### config.mk
export PLATFORM = sky130hd
export DESIGN_NAME = uart_rx
export DESIGN_NICKNAME = d
export VERILOG_FILES = /design/src/rtl/uart_pkg.sv /design/src/rtl/uart_sync2.sv /design/src/rtl/uart_rx.sv
export SDC_FILE = /design/constraint.sdc
export NUM_CORES = 1
export LEC_CHECK = 0
export ABC_AREA = 1
export CORE_MARGIN = 2
export CORE_UTILIZATION = 46
export CTS_BUF_LIST = sky130_fd_sc_hd__clkbuf_8
export CTS_CLUSTER_SIZE = 40
export DETAILED_ROUTE_END_ITERATION = 6
export PLACE_DENSITY = 0.66
export SYNTH_ARGS = -nofsm -noshare
export SYNTH_HDL_FRONTEND = slang
export SYNTH_SLANG_ARGS = --single-unit
### constraint.sdc
create_clock -name clk -period 3.6 [get_ports clk]
set_input_delay 0.72 -clock clk [delete_from_list [all_inputs] [get_ports clk]]
set_output_delay 0.72 -clock clk [all_outputs]
set_load 0.1 [all_outputs]
### src/rtl/uart_pkg.sv
// Shared 8N1 UART definitions, used by both receiver and transmitter.
package uart_pkg;

    typedef enum logic [1:0] {
        IDLE,
        START,
        DATA,
        STOP
    } uart_state_t;

    localparam int   UART_DATA_W    = 8;
    localparam logic UART_STOP_BIT  = 1'b1;
    localparam logic UART_START_BIT = 1'b0;

endpackage

### src/rtl/uart_sync2.sv
// Generic two-flop synchroniser for a single asynchronous bit.
module uart_sync2 #(
    parameter logic RST_VAL = 1'b0
) (
    input  logic clk,
    input  logic rst_n,
    input  logic d,
    output logic q
);

    logic meta_q, meta_d;
    logic sync_q, sync_d;

    // Next values: shift the raw input through two stages.
    always_comb begin
        meta_d = d;
        sync_d = meta_q;
    end

    // Synchroniser flops, reset to the line's idle level.
    always_ff @(posedge clk or negedge rst_n) begin
        if (!rst_n) begin
            meta_q <= RST_VAL;
            sync_q <= RST_VAL;
        end else begin
            meta_q <= meta_d;
            sync_q <= sync_d;
        end
    end

    assign q = sync_q;

endmodule

### src/rtl/uart_rx.sv
// 8N1 UART receiver: synchronise rxd, find the start edge, sample each bit at its centre.
module uart_rx
    import uart_pkg::*;
#(
    parameter int CLK_DIV = 16
) (
    input  logic                   clk,
    input  logic                   rst_n,
    input  logic                   rxd,
    output logic [UART_DATA_W-1:0] data,
    output logic                   valid,
    output logic                   frame_err,
    output logic                   busy
);

    localparam int CNT_W = $clog2(CLK_DIV);
    localparam int HALF  = CLK_DIV / 2;

    localparam logic [CNT_W-1:0] CNT_HALF_M1 = CNT_W'(HALF - 1);
    localparam logic [CNT_W-1:0] CNT_LAST    = CNT_W'(CLK_DIV - 1);

    logic rxd_s;

    uart_sync2 #(
        .RST_VAL (1'b1)
    ) u_sync (
        .clk   (clk),
        .rst_n (rst_n),
        .d     (rxd),
        .q     (rxd_s)
    );

    uart_state_t            state_q, state_d;
    logic [CNT_W-1:0]       cnt_q, cnt_d;
    logic [2:0]             idx_q, idx_d;
    logic [UART_DATA_W-1:0] sh_q, sh_d;
    logic [UART_DATA_W-1:0] data_q, data_d;
    logic                   valid_q, valid_d;
    logic                   ferr_q, ferr_d;
    // Previous synchronised sample, for falling-edge detection.
    logic                   rxd_prev_q, rxd_prev_d;

    // Next-state and datapath: count bit periods, sample at bit centres.
    always_comb begin
        state_d    = state_q;
        cnt_d      = cnt_q;
        idx_d      = idx_q;
        sh_d       = sh_q;
        data_d     = data_q;
        valid_d    = 1'b0;
        ferr_d     = 1'b0;
        rxd_prev_d = rxd_s;

        case (state_q)
            IDLE: begin
                cnt_d = '0;
                if (rxd_prev_q && !rxd_s) begin
                    state_d = START;
                end
            end
            START: begin
                cnt_d = cnt_q + CNT_W'(1);
                if (cnt_q == CNT_HALF_M1) begin
                    cnt_d = '0;
                    if (rxd_s == UART_START_BIT) begin
                        state_d = DATA;
                        idx_d   = '0;
                    end else begin
                        state_d = IDLE;
                    end
                end
            end
            DATA: begin
                cnt_d = cnt_q + CNT_W'(1);
                if (cnt_q == CNT_LAST) begin
                    sh_d  = {rxd_s, sh_q[UART_DATA_W-1:1]};
                    cnt_d = '0;
                    idx_d = idx_q + 3'd1;
                    if (idx_q == 3'd7) begin
                        state_d = STOP;
                    end
                end
            end
            STOP: begin
                cnt_d = cnt_q + CNT_W'(1);
                if (cnt_q == CNT_LAST) begin
                    cnt_d   = '0;
                    state_d = IDLE;
                    if (rxd_s == UART_STOP_BIT) begin
                        data_d  = sh_q;
                        valid_d = 1'b1;
                    end else begin
                        ferr_d = 1'b1;
                    end
                end
            end
            default: begin
                state_d = IDLE;
                cnt_d   = '0;
            end
        endcase
    end

    // Receiver state registers.
    always_ff @(posedge clk or negedge rst_n) begin
        if (!rst_n) begin
            state_q    <= IDLE;
            cnt_q      <= '0;
            idx_q      <= '0;
            sh_q       <= '0;
            data_q     <= '0;
            valid_q    <= 1'b0;
            ferr_q     <= 1'b0;
            rxd_prev_q <= 1'b1;
        end else begin
            state_q    <= state_d;
            cnt_q      <= cnt_d;
            idx_q      <= idx_d;
            sh_q       <= sh_d;
            data_q     <= data_d;
            valid_q    <= valid_d;
            ferr_q     <= ferr_d;
            rxd_prev_q <= rxd_prev_d;
        end
    end

    assign data      = data_q;
    assign valid     = valid_q;
    assign frame_err = ferr_q;
    assign busy      = (state_q != IDLE);

endmodule

==> results.cfg, run 1 <==
[sta]
slew-limit-headroom_pct = 35.0
finalCritPeriodShare_pct = 69.3
rsz0062_at_grt = no
setup_viol = 0
max_freq_mhz = 401
period_minus_slack_ps = 2500
tightestPinTransition_ps = 972
fin_skew_ps = 9.76
finalHoldViolCount = 0
maxSlewViolCount = 0
setup_tns_ps = 0

[yosys]
synth.distinct_cells = 20
synth.cell_area_um2 = 1310
ys.flop_type = dfrtp_1
synth.avg_cell_area_um2 = 9.99
synth-seq-area-share_pct = 57.6
yosys_warnings = 0
synth_edf_count = 0
synthArstFlopShare_pct = 100
synth_cells = 131
synth_nets = 137
synth_seq_cells = 30

[setup_path]
cp_data_arrival_time_ps = 1780
cp_top_family = buffers and inverters
path_cells = clkdlybuf4s50_1
slowest_delay_ps = 1140
reg2regPathDepth = 6
r2r_start = cnt_q[0]
cp-startpoint = data[7]
cp-start-kind = flop
critPathSlowestCell = clkdlybuf4s50_1
path_depth = 1
r2r_slack_ps = 2150
worstPathRequired_ps = 2880
critPathCapture = data[7]
r2r-end = idx_q[1]
critPathBufInv = 1
crit_fanout = 2
worstSetupPathType = reg2out
end_kind = output port

[detailed_routing]
drt_pass1_iterations = 6
wl_per_cell_um = 11.6
first_iter_violations = 21
ant_nets = 0
drcViolationCount = 0
drt-total-wl_um = 2110
vias = 908
avgViaCountPerCell = 4.99

[pwr]
pwr_density_cell_nw_per_um2 = 589
power.leakage_uw = 0.000757
irDropWorstVdd_uv = 542
p_total_uw = 913

[clock_tree]
clock_path_buffers = 2
htree_levels = 2
insertion_delay_ps = 280
cts_buffers = 5
cts.sinks = 30
cts_post_setup_buffers_inserted = 0
clkSlewWorstSetupHoldPaths_ps = 60
cts_tree = done
clock_tree.root_cell = clkbuf_8
cts_hold_buf = 0
cts_resized = 0

[floorplanning]
dieArea_um2 = 3290
die_h_um = 57.3
core_um2 = 2730
row_count = 19
die_w_um = 57.3
ios = 14
start_util_pct = 47.9

[finish]
regArea_um2 = 754
fin_nets = 156
area_growth_syn_to_layout_pct = 18.5
drive_gt1_share_pct = 19.2
nFillCells = 237
multi_input_area_um2 = 444
layout_commonest_cell = nand2_1
antenna_cells = 0
final_cell_mix = nand2_1, dfrtp_1, inv_1, o21ai_0, clkdlybuf4s50_1

[placement]
dpl.hpwl_um = 1480
io_buffer_count = 13
gp_congestion = 0.881

[global_routing]
grt_pass1_wl_um = 3890
grt_max_degree = 31
grt_pass1_vias = 886
antenna_found_initial = 0
grt_usage_pct = 15.9
grt-ovfl-total = 0

[flow_run]
maxCapViolCount = 0

[min_path]
hold_path.class = reg2reg

[status]
status = finished, final reports clean
-- synthesized netlist by cell type (3+ instances only) --
library cell / number / area, um^2
nand2_1: 28 / 105
inv_2: 3 / 11.3
inv_1: 19 / 71.3
dfstp_2: 3 / 78.8
o21ai_0: 13 / 65.1
a21oi_1: 4 / 20.0
nand3_1: 5 / 25.0
nor2_1: 6 / 22.5
ha_1: 3 / 37.5
o21ai_2: 8 / 70.1
dfrtp_1: 27 / 676
-- state kept, by name, summed over array words and instances, names as in the netlist, named ones only --
name	count
data	8
sh_q	8
cnt_q	4
idx_q	3
frame_err	1
rxd_prev_q	1
state_q	1
u_sync.meta_q	1
u_sync.q	1
valid	1
-- worst min path at each step --
stage | slack [ps] | endpoint | cells past startpoint | startpoint
after floorplan | 350 | u_sync.q | 0 | u_sync.meta_q
after global placement | 350 | u_sync.q | 0 | u_sync.meta_q
after detailed placement | 350 | u_sync.q | 0 | u_sync.meta_q
after CTS | 360 | u_sync.q | 0 | u_sync.meta_q
after global routing | 360 | u_sync.q | 0 | u_sync.meta_q
final | 360 | u_sync.q | 0 | u_sync.meta_q
-- cell type report --
type / count / share of cell area, %
Tap cell: 31 / 2.50
Clock inverter: 2 / 0.484
Inverter: 23 / 5.65
Timing Repair Buffer: 14 / 8.72
Sequential cell: 30 / 48.7
Multi-Input combinational cell: 76 / 28.7
Clock buffer: 6 / 5.33
-- metal layers --
layer	part of all wire [%]	GRT usage [%]
met1	46	20.3
met2	47	23.5
met3	4.6	4.99
met4	2.9	9.97
met5	0	0
-- where the power goes --
part           switching, uW  internal (uW)
clock network            116            150
logic                    172           68.7
registers               37.3            370
total                    325            588
-- cell families after synthesis --
| family | count (synthesis) | synth area share (%) |
|---|---|---|
| simple gates | 48 | 19.2 |
| flops | 30 | 57.6 |
| fa+ha+maj | 3 | 2.87 |
| compound gates | 25 | 11.9 |
| buf+inv | 25 | 8.41 |
-- worst register-to-register path: stages (launching register included) --
cell	delay (ps)
dfrtp_1	380
ha_1	270
nand3_4	160
nand2_1	100
nand2_1	70
a21oi_1	210
o21ai_0	120
-- through the flow --
stage	instances	util (%)	cell area, um^2	setup slack, ps	hold slack, ps
after floorplan	131	-	1310	1780	345
after global placement	174	53.4	1460	1400	346
after detailed placement	174	53.4	1460	1400	347
after CTS	182	56.7	1550	1090	355
after global routing	182	56.7	1550	1040	364
final	182	56.7	1550	1100	356
Power figures use the tool's default switching activity.
==> run 2: changes to the inputs <==
--- a/config.mk
+++ b/config.mk
@@ -11,7 +11,7 @@
 export CTS_BUF_LIST = sky130_fd_sc_hd__clkbuf_8
 export CTS_CLUSTER_SIZE = 40
 export DETAILED_ROUTE_END_ITERATION = 6
-export PLACE_DENSITY = 0.66
+export PLACE_DENSITY = 0.69
 export SYNTH_ARGS = -nofsm -noshare
 export SYNTH_HDL_FRONTEND = slang
 export SYNTH_SLANG_ARGS = --single-unit
==> constraint.sdc (replaced) <==
create_clock -name clk -period 2.15 [get_ports clk]
set_input_delay 0.43 -clock clk [delete_from_list [all_inputs] [get_ports clk]]
set_output_delay 0.43 -clock clk [all_outputs]
set_load 0.1 [all_outputs]
==> results.cfg, run 2 (synthesis gave the netlist of run 1 again) <==
[finish]
regArea_um2 = 754
drive_gt1_share_pct = 26.5
final_core_util_pct = 56.3
final_cell_mix = nand2_1, dfrtp_1, inv_1, o21ai_0, buf_4
antenna_cells = 0
fin_nets = 156
nFillCells = 237
multi_input_area_um2 = 444
layout_commonest_cell = nand2_1
area_growth_syn_to_layout_pct = 17.6
design_area_um2 = 1540

[setup_path]
slowest_delay_ps = 440
cp_data_arrival_time_ps = 1300
end_kind = output port
critPathSlowestCell = dfrtp_1
path_cells = nor2_1 > inv_1 > buf_12
critPathBufInv = 2
reg2regPathDepth = 6
r2r_slack_ps = 730
worstSetupPathType = reg2out
crit_fanout = 6
r2r_start = cnt_q[0]
r2r-end = data[1]
cp_top_family = flip-flops
cp-start-kind = flop
worstPathRequired_ps = 1720

[sta]
period_minus_slack_ps = 1730
maxSlewViolCount = 0
rsz0062_at_grt = no
max_freq_mhz = 578
slew-limit-headroom_pct = 75.4
final.setup.worst_slack_ps = 421
tightestPinTransition_ps = 369
fin_skew_ps = 4.46
setup_viol = 0
finalCritPeriodShare_pct = 80.4
finalHoldViolCount = 0
setup_tns_ps = 0

[detailed_routing]
wl_per_cell_um = 12.3
vias = 909
ant_nets = 0
wl_met1_um = 996
first_iter_violations = 11
drt_pass1_iterations = 4
avgViaCountPerCell = 4.99
drt-total-wl_um = 2240
top_layer_used = met4
drcViolationCount = 0
route.met3.wl_um = 110
met2WireLength_um = 1090

[clock_tree]
cts_tree = done
cts.sinks = 30
clock_path_buffers = 2
cts_post_setup_buffers_inserted = 0
insertion_delay_ps = 270
clock_tree.root_cell = clkbuf_8
cts_buffers = 5
cts_hold_buf = 0
htree_levels = 2
cts_resized = 0
clkSlewWorstSetupHoldPaths_ps = 60

[floorplanning]
dieArea_um2 = 3290
ios = 14
core_um2 = 2730
die_h_um = 57.3
row_count = 19
die_w_um = 57.3
start_util_pct = 47.9

[placement]
io_buffer_count = 13
gp_congestion = 0.771
dpl.hpwl_um = 1620
dp_slack_ps = 709
post_dp_cell_area_um2 = 1450

[global_routing]
antenna_found_initial = 0
grt_pass1_vias = 963
grt_usage_pct = 16.6
grt-ovfl-total = 0
grt_max_degree = 31
grt_pass1_wl_um = 4080

[min_path]
holdCritStartpoint = u_sync.meta_q
hold_depth = 0
hold_path.class = reg2reg
min_to = u_sync.q

[flow_run]
maxCapViolCount = 0

[status]
status = finished, final reports clean

[pwr]
irDropWorstVdd_uv = 667
power.leakage_uw = 0.000782
pwr_density_cell_nw_per_um2 = 1020
p_total_uw = 1570
==> run 2: per-layer routing <==
metal  vias up  GRT usage [%]
li1        447              -
met1       435           20.6
met2        20           25.8
met3         7           5.67
met4         0           8.31
met5         -              0
==> run 2: layout make-up <==
class                   instances  share of cell area (%)
multi-input cells              76                    28.9
flip-flops and latches         30                    49.0
inverters                      23                    5.69
repair buffers                 14                    7.97
clock buffers                   6                    5.37
clock inverters                 2                   0.569
well taps                      31                    2.52
==> run 2: report_power, final <==
group          total (uW)  switching (uW)  internal (uW)  leakage [uW]
registers             681            61.2            619      0.000401
clock network         450             197            253     0.0000524
logic                 436             296            140      0.000328
==> run 2: through the flow <==
step	std cells	hold WS, ps
after floorplan	131	134
after global placement	174	347
after detailed placement	174	352
after CTS	182	361
after global routing	182	363
final	182	358
==> run 2: worst max-delay path by stage <==
stage          startpoint    to  slack [ps]  cells past startpoint
2_1_floorplan        flop  busy         620                      2
3_3_place_gp         flop  busy         730                      3
3_5_place_dp         flop  busy         710                      3
4_1_cts              flop  busy         410                      3
5_1_grt              flop  busy         320                      3
6_report             flop  busy         420                      3
==> run 3: changes to the inputs <==
==> constraint.sdc (replaced) <==
create_clock -name clk -period 1.53 [get_ports clk]
set_input_delay 0.306 -clock clk [delete_from_list [all_inputs] [get_ports clk]]
set_output_delay 0.306 -clock clk [all_outputs]
set_load 0.1 [all_outputs]
==> results.cfg, run 3 (synthesis gave the netlist of run 1 again) <==
[status]
status = finished, final reports clean

[clock_tree]
clkSlewWorstSetupHoldPaths_ps = 60
cts_post_setup_buffers_inserted = 0
cts_buffers = 5
clock_tree.root_cell = clkbuf_8
cts_hold_buf = 0
cts_tree = done
cts_resized = 0
clock_path_buffers = 2
cts.sinks = 30
htree_levels = 2
insertion_delay_ps = 280

[detailed_routing]
avgViaCountPerCell = 4.96
first_iter_violations = 11
drt_pass1_iterations = 4
ant_nets = 0
wl_per_cell_um = 11.5
drcViolationCount = 0
vias = 908
drt-total-wl_um = 2110

[sta]
max_freq_mhz = 692
period_minus_slack_ps = 1450
rsz0062_at_grt = no
setup_tns_ps = 0
final.setup.worst_slack_ps = 84.4
slew-limit-headroom_pct = 83.0
maxSlewViolCount = 0
setup_viol = 0
fin_skew_ps = 5.06
hold-worst-slack_ps = 356
tightestPinTransition_ps = 256
finalHoldViolCount = 0
finalCritPeriodShare_pct = 94.5

[floorplanning]
die_h_um = 57.3
die_w_um = 57.3
core_um2 = 2730
row_count = 19
dieArea_um2 = 3290
ios = 14
start_util_pct = 47.9

[finish]
fin_nets = 157
area_growth_syn_to_layout_pct = 28.9
antenna_cells = 0
drive_gt1_share_pct = 27.6
final_cell_mix = nand2_1, dfrtp_1, inv_1, o21ai_0, buf_12
layout_commonest_cell = nand2_1

[setup_path]
worstSetupPathType = reg2out
path_cells = nor2_2 > inv_1 > buf_12
critPathBufInv = 2
path_depth = 3
cp_top_family = flip-flops
end_kind = output port
crit_fanout = 6
cp-start-kind = flop
slowest_delay_ps = 450
worstPathRequired_ps = 1220
cp_data_arrival_time_ps = 1140
reg2regPathDepth = 6
critPathSlowestCell = dfrtp_1

[placement]
io_buffer_count = 13
dp_slack_ps = 111
dpl.hpwl_um = 1480
gp_congestion = 0.799

[pwr]
pwr_density_cell_nw_per_um2 = 1320
irDropWorstVdd_uv = 1040
power.leakage_uw = 0.000818

[flow_run]
maxCapViolCount = 0

[global_routing]
grt_pass1_vias = 866
antenna_found_initial = 0
grt_pass1_wl_um = 3680
grt_max_degree = 31
grt_usage_pct = 14.8
grt-ovfl-total = 0

[min_path]
hold_depth = 0
hold_path.class = reg2reg
[run 3: cell types whose count changed in the layout (fill, tap and decap cells not counted), sizes merged]
cell,delta
buf,+1
[run 3: routing by layer]
metal / vias to the layer above / share of wire [%] / wire length (um) / GRT usage [%]
met4: 0 / 1.9 / 41 / 6.98
met2: 12 / 46 / 977 / 22.4
li1: 453 / - / - / -
met3: 5 / 4.2 / 88 / 4.99
met5: - / 0 / 0 / 0
met1: 438 / 47 / 1000 / 19.2
[run 3: area by class of cell]
cell class | instances | area, um^2
clock inverter | 2 | 8.76
sequential | 30 | 754
multi-input combinational | 76 | 447
inverter | 23 | 87.6
timing repair buffer | 15 | 268
fill | 204 | 1050
tap | 31 | 38.8
clock buffer | 6 | 82.6
[run 3: metrics by stage]
step / power, uW / cells / instance area [um^2] / utilization [%]
6_report: 2220 / 183 / 1690 / 61.7
5_1_grt: 2350 / 183 / 1690 / 61.7
4_1_cts: 2240 / 183 / 1680 / 61.6
3_5_place_dp: 1590 / 175 / 1590 / 58.3
3_3_place_gp: 1580 / 175 / 1590 / 58.3
2_1_floorplan: 1400 / 131 / 1310 / -
[run 3: where the power goes]
part / internal [uW] / total, uW / switching [uW]
clock: 355 / 638 / 283
combinational: 220 / 626 / 406
sequential: 871 / 959 / 88.2
total: 1450 / 2220 / 776
[run 3: worst register-to-register path: stages (launching register included)]
cell and delay, ps:
dfrtp_1 370, ha_1 260, nand3_4 160, clkinv_2 100, nand3_4 200, nand2_1 150, o21ai_2 60
[run 3: path summary, 6_finish.rpt]
check / from / end / slack, ps
hold / removal: u_sync.meta_q / u_sync.q / 360
max in group asynchronous: rst_n / u_sync.q / 910
min in group asynchronous: rst_n / asynchronous set/reset pin / 380
setup reg to reg: cnt_q[0] / data[3] / 120
hold reg to reg: u_sync.meta_q / u_sync.q / 360
setup / recovery: flop / busy / 80
